===== src/rtl/seq_shift_unit.sv =====
// seq_shift_unit: multi-cycle 32-bit shifter that uses coarse 4-bit steps, then 1-bit steps.
// Ports:
//   clock   - rising-edge clock
//   resetn  - asynchronous active-low reset
//   start   - request, sampled only while ready=1
//   data_in - operand to shift
//   shamt   - shift amount 0..31
//   op      - 00 SLL, 01 SRA, 10 SRL, 11 SLL
//   ready   - high while idle and able to accept a request
//   done    - one-cycle pulse when result becomes valid
//   result  - shifted value, held until the next done
module seq_shift_unit #(
    parameter int WIDTH  = 32,
    parameter int COARSE = 4
) (
    input  logic             clock,
    input  logic             resetn,
    input  logic             start,
    input  logic [WIDTH-1:0] data_in,
    input  logic [4:0]       shamt,
    input  logic [1:0]       op,
    output logic             ready,
    output logic             done,
    output logic [WIDTH-1:0] result
);
    typedef enum logic [1:0] {IDLE, SHIFT, DONE} state_t;

    state_t           state;
    logic [WIDTH-1:0] acc;
    logic [WIDTH-1:0] acc_next;
    logic [4:0]       cnt;
    logic [4:0]       step;
    logic [1:0]       op_q;

    // Take a coarse step while at least COARSE bits remain, otherwise a single bit.
    always_comb begin
        step     = (cnt >= 5'(COARSE)) ? 5'(COARSE) : 5'd1;
        acc_next = (op_q == 2'b01) ? WIDTH'($signed(acc) >>> step) :
                   (op_q == 2'b10) ? acc >> step : acc << step;
    end

    always_ff @(posedge clock or negedge resetn) begin
        if (!resetn) begin
            state  <= IDLE;
            ready  <= 1'b1;
            done   <= 1'b0;
            result <= '0;
            acc    <= '0;
            cnt    <= '0;
            op_q   <= '0;
        end else begin
            unique case (state)
                IDLE: if (start) begin
                    acc   <= data_in;
                    cnt   <= shamt;
                    op_q  <= op;
                    ready <= 1'b0;
                    state <= SHIFT;
                end
                SHIFT: if (cnt == 5'd0) begin
                    result <= acc;
                    done   <= 1'b1;
                    state  <= DONE;
                end else begin
                    acc <= acc_next;
                    cnt <= cnt - step;
                end
                DONE: begin
                    done  <= 1'b0;
                    ready <= 1'b1;
                    state <= IDLE;
                end
                default: begin
                    done  <= 1'b0;
                    ready <= 1'b1;
                    state <= IDLE;
                end
            endcase
        end
    end
endmodule


===== config.mk =====
export PLATFORM = sky130hd
export DESIGN_NAME = seq_shift_unit
export DESIGN_NICKNAME = d
export VERILOG_FILES = /design/src/rtl/seq_shift_unit.sv
export SDC_FILE = /design/constraint.sdc
export NUM_CORES = 1
export LEC_CHECK = 0
export ABC_CLOCK_PERIOD_IN_PS = 5900
export BUFFER_PORTS_ARGS = -buffer_cell sky130_fd_sc_hd__buf_2
export CAP_MARGIN = 10
export CORE_ASPECT_RATIO = 2
export CORE_MARGIN = 4
export CORE_UTILIZATION = 55
export CTS_BUF_LIST = sky130_fd_sc_hd__clkbuf_16
export DETAILED_ROUTE_END_ITERATION = 8
export PLACE_DENSITY = 0.79
export SETUP_SLACK_MARGIN = 0.02
export SLEW_MARGIN = 25
export SYNTH_ARGS = -nofsm -noshare
export SYNTH_HDL_FRONTEND = slang
export SYNTH_SLANG_ARGS = --single-unit
export TNS_END_PERCENT = 30

===== constraint.sdc =====
create_clock -name clock -period 5.9 [get_ports clock]
set_input_delay 0.59 -clock clock [delete_from_list [all_inputs] [get_ports clock]]
set_output_delay 0.59 -clock clock [all_outputs]
set_load 0.02 [all_outputs]

# Word-level counts from Yosys, hierarchy flattened
# Cells that the tools add are included.
[op_classes]
shifts = 3
add_sub_neg = 1
magnitude_cmp = 1
n_bitwise = 2
reduce_logical = 9
div = 0
eq_ne = 6
muxes = 16
multipliers = 0
[ops]
columns = ["operator", "count"]
rows = [
  ["32-bit 2-to-1 mux", 4],
  ["32-bit case mux with 2 select lines", 1],
  ["32-bit by 3-bit << shifter with 32-bit output", 1],
  ["32-bit by 3-bit right shift with 32-bit output", 1],
  ["32-bit by 3-bit >>> shifter with 32-bit output", 1],
  ["5-bit 2-to-1 mux", 2],
  ["5-bit case mux with 2 select lines", 1],
  ["2-bit AND reduction", 5],
  ["2-bit inequality test (second input constant)", 3],
  ["5-bit by 3-bit greater-or-equal comparator with 1-bit output (second input constant)", 1],
  ["5-bit logical NOT", 1],
  ["5-bit by 3-bit subtractor with 5-bit output", 1],
  ["2-bit by 1-bit equality test with 1-bit output (second input constant)", 2],
  ["2-bit 2-to-1 mux", 2],
  ["1-bit case mux with 2 select lines", 2],
  ["2-bit case mux with 2 select lines", 1],
  ["3-bit 2-to-1 mux", 1],
  ["3-bit AND reduction", 1],
  ["2-bit equality test (second input constant)", 1],
  ["2-bit logical NOT", 1],
  ["1-bit 2-to-1 mux", 2],
  ["1-bit NOT", 2],
  ["2-bit nonzero test", 1],
]
[word_totals]
ff_bits = 75
word_cells = 45
latch_bits = 0
memories = 0
in_bits = 42
romBits = 0
out_inout_bits = 34
ramBits = 0

# Longest topological paths before layout
[logic_depth]
depth_word = 7
depth_mapped = 10
ltp_nobuf = 8

# Least setup slack after synthesis
# Ideal clock, no wire load.
[synth_path]
path_kind = "flip-flop to flip-flop"
start = "reg cnt[3]"
end = "reg cnt[4]"
arrival_time_ns = 1.975
path_buffers = 2
slack_ns = 3.801
t_required_ns = 5.776
stages_incl_launch_ff = 10
setup_ns = 0.124
synth_period_minus_slack_ns = 2.099
cell_sequence = "dfrtp_1 > or3_4 > inv_4 > buf_4 > buf_4 > ha_1 > nor2b_1 > nor3_1 > o21ai_0 > o2bb2ai_1"
[synth_between]
elab_chain_len = 5
elab_cells_between_ends = 8
classes_between = "1 x add/sub; 1 x order compare; 1 x eq/ne; 3 x mux; 2 x reduce/logical"
[synth_lines]
columns = ["item", "line_no", "source"]
rows = [
  ["start, declared", "31", "logic [4:0] cnt;"],
  ["start signal, assigned", "55", "cnt <= shamt;"],
  ["start signal, assigned", "66", "cnt <= cnt - step;"],
  ["5-bit by 3-bit greater-or-equal comparator with 1-bit output", "37", "step = (cnt >= 5'(COARSE)) ? 5'(COARSE) : 5'd1;"],
  ["3-bit 2-to-1 mux", "37", ""],
  ["5-bit by 3-bit subtractor with 5-bit output", "66", ""],
  ["5-bit 2-to-1 mux", "60", "SHIFT: if (cnt == 5'd0) begin"],
  ["5-bit case mux with 2 select lines", "52", "unique case (state)"],
]
# Several ways; a longest one is shown, not always the timed one. The select of a mux whose other input is x is not followed.
# A chain may end at the register's enable or synchronous reset.

# Final worst setup path
[layout_path]
start = "reg cnt[3]"
end = "reg acc[31]"
[layout_between]
elab_chain_len = 7
elab_cells_between_ends = 12
classes_between = "1 x order compare; 1 x eq/ne; 3 x shift; 5 x mux; 2 x reduce/logical"
[layout_lines]
columns = ["item", "line_no", "source"]
rows = [
  ["5-bit by 3-bit greater-or-equal comparator with 1-bit output", "37", ""],
  ["3-bit 2-to-1 mux", "37", ""],
  ["32-bit by 3-bit << shifter with 32-bit output or 32-bit by 3-bit right shift with 32-bit output (tied branches)", "39", "(op_q == 2'b10) ? acc >> step : acc << step;"],
  ["32-bit 2-to-1 mux", "39", ""],
  ["32-bit 2-to-1 mux", "38", "acc_next = (op_q == 2'b01) ? WIDTH'($signed(acc) >>> step) :"],
  ["32-bit 2-to-1 mux", "60", ""],
  ["32-bit case mux with 2 select lines", "52", ""],
  ["end signal, assigned", "54", "acc <= data_in;"],
  ["end signal, assigned", "65", "acc <= acc_next;"],
  ["end, declared", "29", "logic [WIDTH-1:0] acc;"],
]
# Several ways; a longest one is shown, not always the timed one. The select of a mux whose other input is x is not followed.

==> results.json <==
{
  "period_needed_ns": 3.412,
  "ys_seq_area_share_pct": 46.23,
  "gp_congestion": 0.8470,
  "rows": 44,
  "cp.required_ns": 6.13,
  "numCtsBuffers": 9,
  "grt_pass1_wl_mm": 15.99,
  "insertion_delay_ns": 0.34,
  "final_common_cell": "buf_2",
  "arrival_ns": 3.64,
  "wl_per_cell_um": 18.47,
  "syn2layout_area_growth_pct": 15.83,
  "drive_gt1_share_pct": 37.10,
  "grtUsageTotal_pct": 24.09,
  "worst_pin_slew_ns": 0.9552,
  "die_y_um": 129.5,
  "route.detailed.drc": 0,
  "multi_input_area_mm2": 0.001973,
  "cp_cell_sequence": "or3_4, inv_4, a311o_1, inv_2, o21ai_0, mux2_2",
  "layout_worst_path_cycle_share_pct": 57.83,
  "critPathBufInv": 2,
  "postRouteAntennaNets": 0,
  "end_kind": "flop",
  "antenna_found_initial": 0,
  "synth_cell_types": 46,
  "wl_met1_mm": 3.715,
  "fin_nets": 482,
  "final_cell_mix": "buf_2 (75), dfrtp_1 (74), mux2_2 (65)",
  "fin_tns_setup_ns": 0,
  "r2r.worst_path.cells": 6,
  "async_reset_ff_share_pct": 100.0,
  "powerDensity_mw_per_mm2": 674.7,
  "hold_path_class": "in -> async",
  "viasPerCell": 6.075,
  "num_io_pins": 76,
  "clk_pin_slew_ns": 0.05,
  "slowest_stage": "a311o_1",
  "holdBufCountCts": 0,
  "fp.coreArea_mm2": 0.007212,
  "crit_family": "buffers and inverters",
  "fillers": 572,
  "drt-pass1-iter-count": 8,
  "post_dp_cell_area_mm2": 0.004393,
  "max-cap-violations": 0,
  "post-cts-setup-buffers": 0,
  "critPathMaxStageDelay_ns": 0.71,
  "p_leak_nw": 2.224,
  "port_buffers": 75,
  "synth_ff_type": "dfrtp_1",
  "vdd_drop_max_uv": 379.6,
  "wirelength_mm": 9.865,
  "vias": 3244,
  "hpwl_mm": 6.666,
  "ys_seq_elements": 75,
  "cts_resized": 0,
  "num_antenna_cells": 0,
  "grt_pass1_vias": 3296,
  "drt_iter0_drc": 338,
  "dr_wl_met2_mm": 5.259,
  "rsz0062_at_grt": "no",
  "hold_violations": 0,
  "setup_violations": 0,
  "cts_tree": "done",
  "startpoint_type": "flop",
  "root_buffer": "clkbuf_16",
  "slew_headroom_pct": 36.25,
  "ys_warn_count": 0,
  "fmax_mhz": 293.1,
  "finalInstanceArea_mm2": 0.004706,
  "slew_violations": 0,
  "seq_area_mm2": 0.001878,
  "overflow": 0,
  "clock_skew_ns": 0.005656,
  "path_max_fanout": 57,
  "met3WireLength_um": 520,
  "die_w_um": 68.77,
  "avgSynthCellArea_um2": 10.80,
  "clkSinkCount": 75,
  "start_util_pct": 56.33,
  "cp.depth": 6,
  "synth-edff-count": 0,
  "dr.max_layer_used": "met4",
  "grt_max_degree": 76,
  "cts-htree-levels": 3,
  "syn-num-nets": 421,
  "status": "completed",
  "crit_type": "reg -> reg",
  "syn-cell-area_mm2": 0.004063,
  "netlist_instances": 376,
  "clock_path_buffers": 2,
  "die_area_mm2": 0.008909
}
## power by group
part | internal, W | switching [W] | total, W
clock network | 0.000365 | 0.000208 | 0.000573
registers | 0.000776 | 0.000248 | 0.00102
logic | 0.000715 | 0.000863 | 0.00158
total | 0.00186 | 0.00132 | 0.00318
## metal layers
layer,track usage (%),vias to the layer above
li1,-,1514
met1,27.55,1562
met2,41.01,138
met3,4.597,30
met4,12.87,0
met5,0,-
## through the flow
step / cells / util (%) / setup slack (ns) / hold slack [ns] / total power, W
5_1_grt: 534 / 65.25 / 2.265 / 0.4444 / 0.003390
6_report: 534 / 65.25 / 2.488 / 0.3532 / 0.003175
3_5_place_dp: 518 / 60.91 / 2.578 / 0.4884 / 0.002588
3_3_place_gp: 518 / 60.91 / 2.688 / 0.4830 / 0.002530
2_1_floorplan: 376 / - / 3.801 / 0.2944 / 0.002217
4_1_cts: 534 / 65.20 / 2.526 / 0.4806 / 0.003172
## registers in the layout, indices dropped and copies added (netlist names), named ones only
signal  cells
op_q        2
acc        30
ready       1
cnt         5
state       2
done        1
result     32
## logic make-up (layout without fill, tap and decap cells)
kind of cell | after synthesis | after routing | synth area share, %
and+or+nand+nor | 83 | 83 | 10.07
adders and majority gates | 3 | 3 | 0.9240
xor gates and xnor gates | 2 | 2 | 0.4312
AOI/OAI and AO/OA | 107 | 107 | 17.40
muxes | 71 | 71 | 19.74
buffers and inverters | 35 | 101 | 5.204
DFF | 75 | 75 | 46.23
## cell type report
type	count	share of cell area (%)
clock buffers	9	4.786
clock inverters	7	1.781
inverters	7	0.6115
multi-input cells	266	41.93
flip-flops and latches	75	39.91
well taps	92	2.446
repair buffers	78	8.535
## synthesized netlist by cell type, types with 2 or more instances
master / n / share of area [%]
dfrtp_1: 74 / 46
mux2_2: 65 / 18
nor2_1: 42 / 3.9
o21ai_0: 25 / 3.1
a31oi_1: 21 / 3.2
and2_1: 20 / 3.1
a21oi_1: 18 / 2.2
a22oi_1: 17 / 3.1
clkbuf_1: 11 / 1.0
a222oi_1: 8 / 2.0
buf_6: 6 / 1.7
nand2b_1: 6 / 0.92
buf_2: 5 / 0.62
inv_1: 5 / 0.46
nand2_1: 5 / 0.46
buf_4: 4 / 0.74
mux2i_1: 4 / 0.99
ha_1: 3 / 0.92
nor2b_1: 3 / 0.46
a211oi_1: 2 / 0.37
a21o_1: 2 / 0.37
a221oi_1: 2 / 0.43
a22o_1: 2 / 0.43
mux2_4: 2 / 0.74
nor3_1: 2 / 0.25
o22a_1: 2 / 0.43
## final timing paths
kind | to | slack, ns | startpoint
hold reg to reg | result[18]$_DFFE_PN0P_ | 0.50 | result[18]$_DFFE_PN0P_
setup reg to reg | acc[31]$_DFFE_PN0P_ | 2.49 | cnt[3]$_DFFE_PN0P_
min in group clock | op_q[0]$_DFFE_PN0P_ | 0.48 | op[0]
hold / removal | result[26]$_DFFE_PN0P_ | 0.35 | resetn
max in group asynchronous | result[9]$_DFFE_PN0P_ | 5.08 | resetn
setup / recovery | acc[31]$_DFFE_PN0P_ | 2.49 | cnt[3]$_DFFE_PN0P_
No activity file was read; power rests on OpenSTA's default activity.
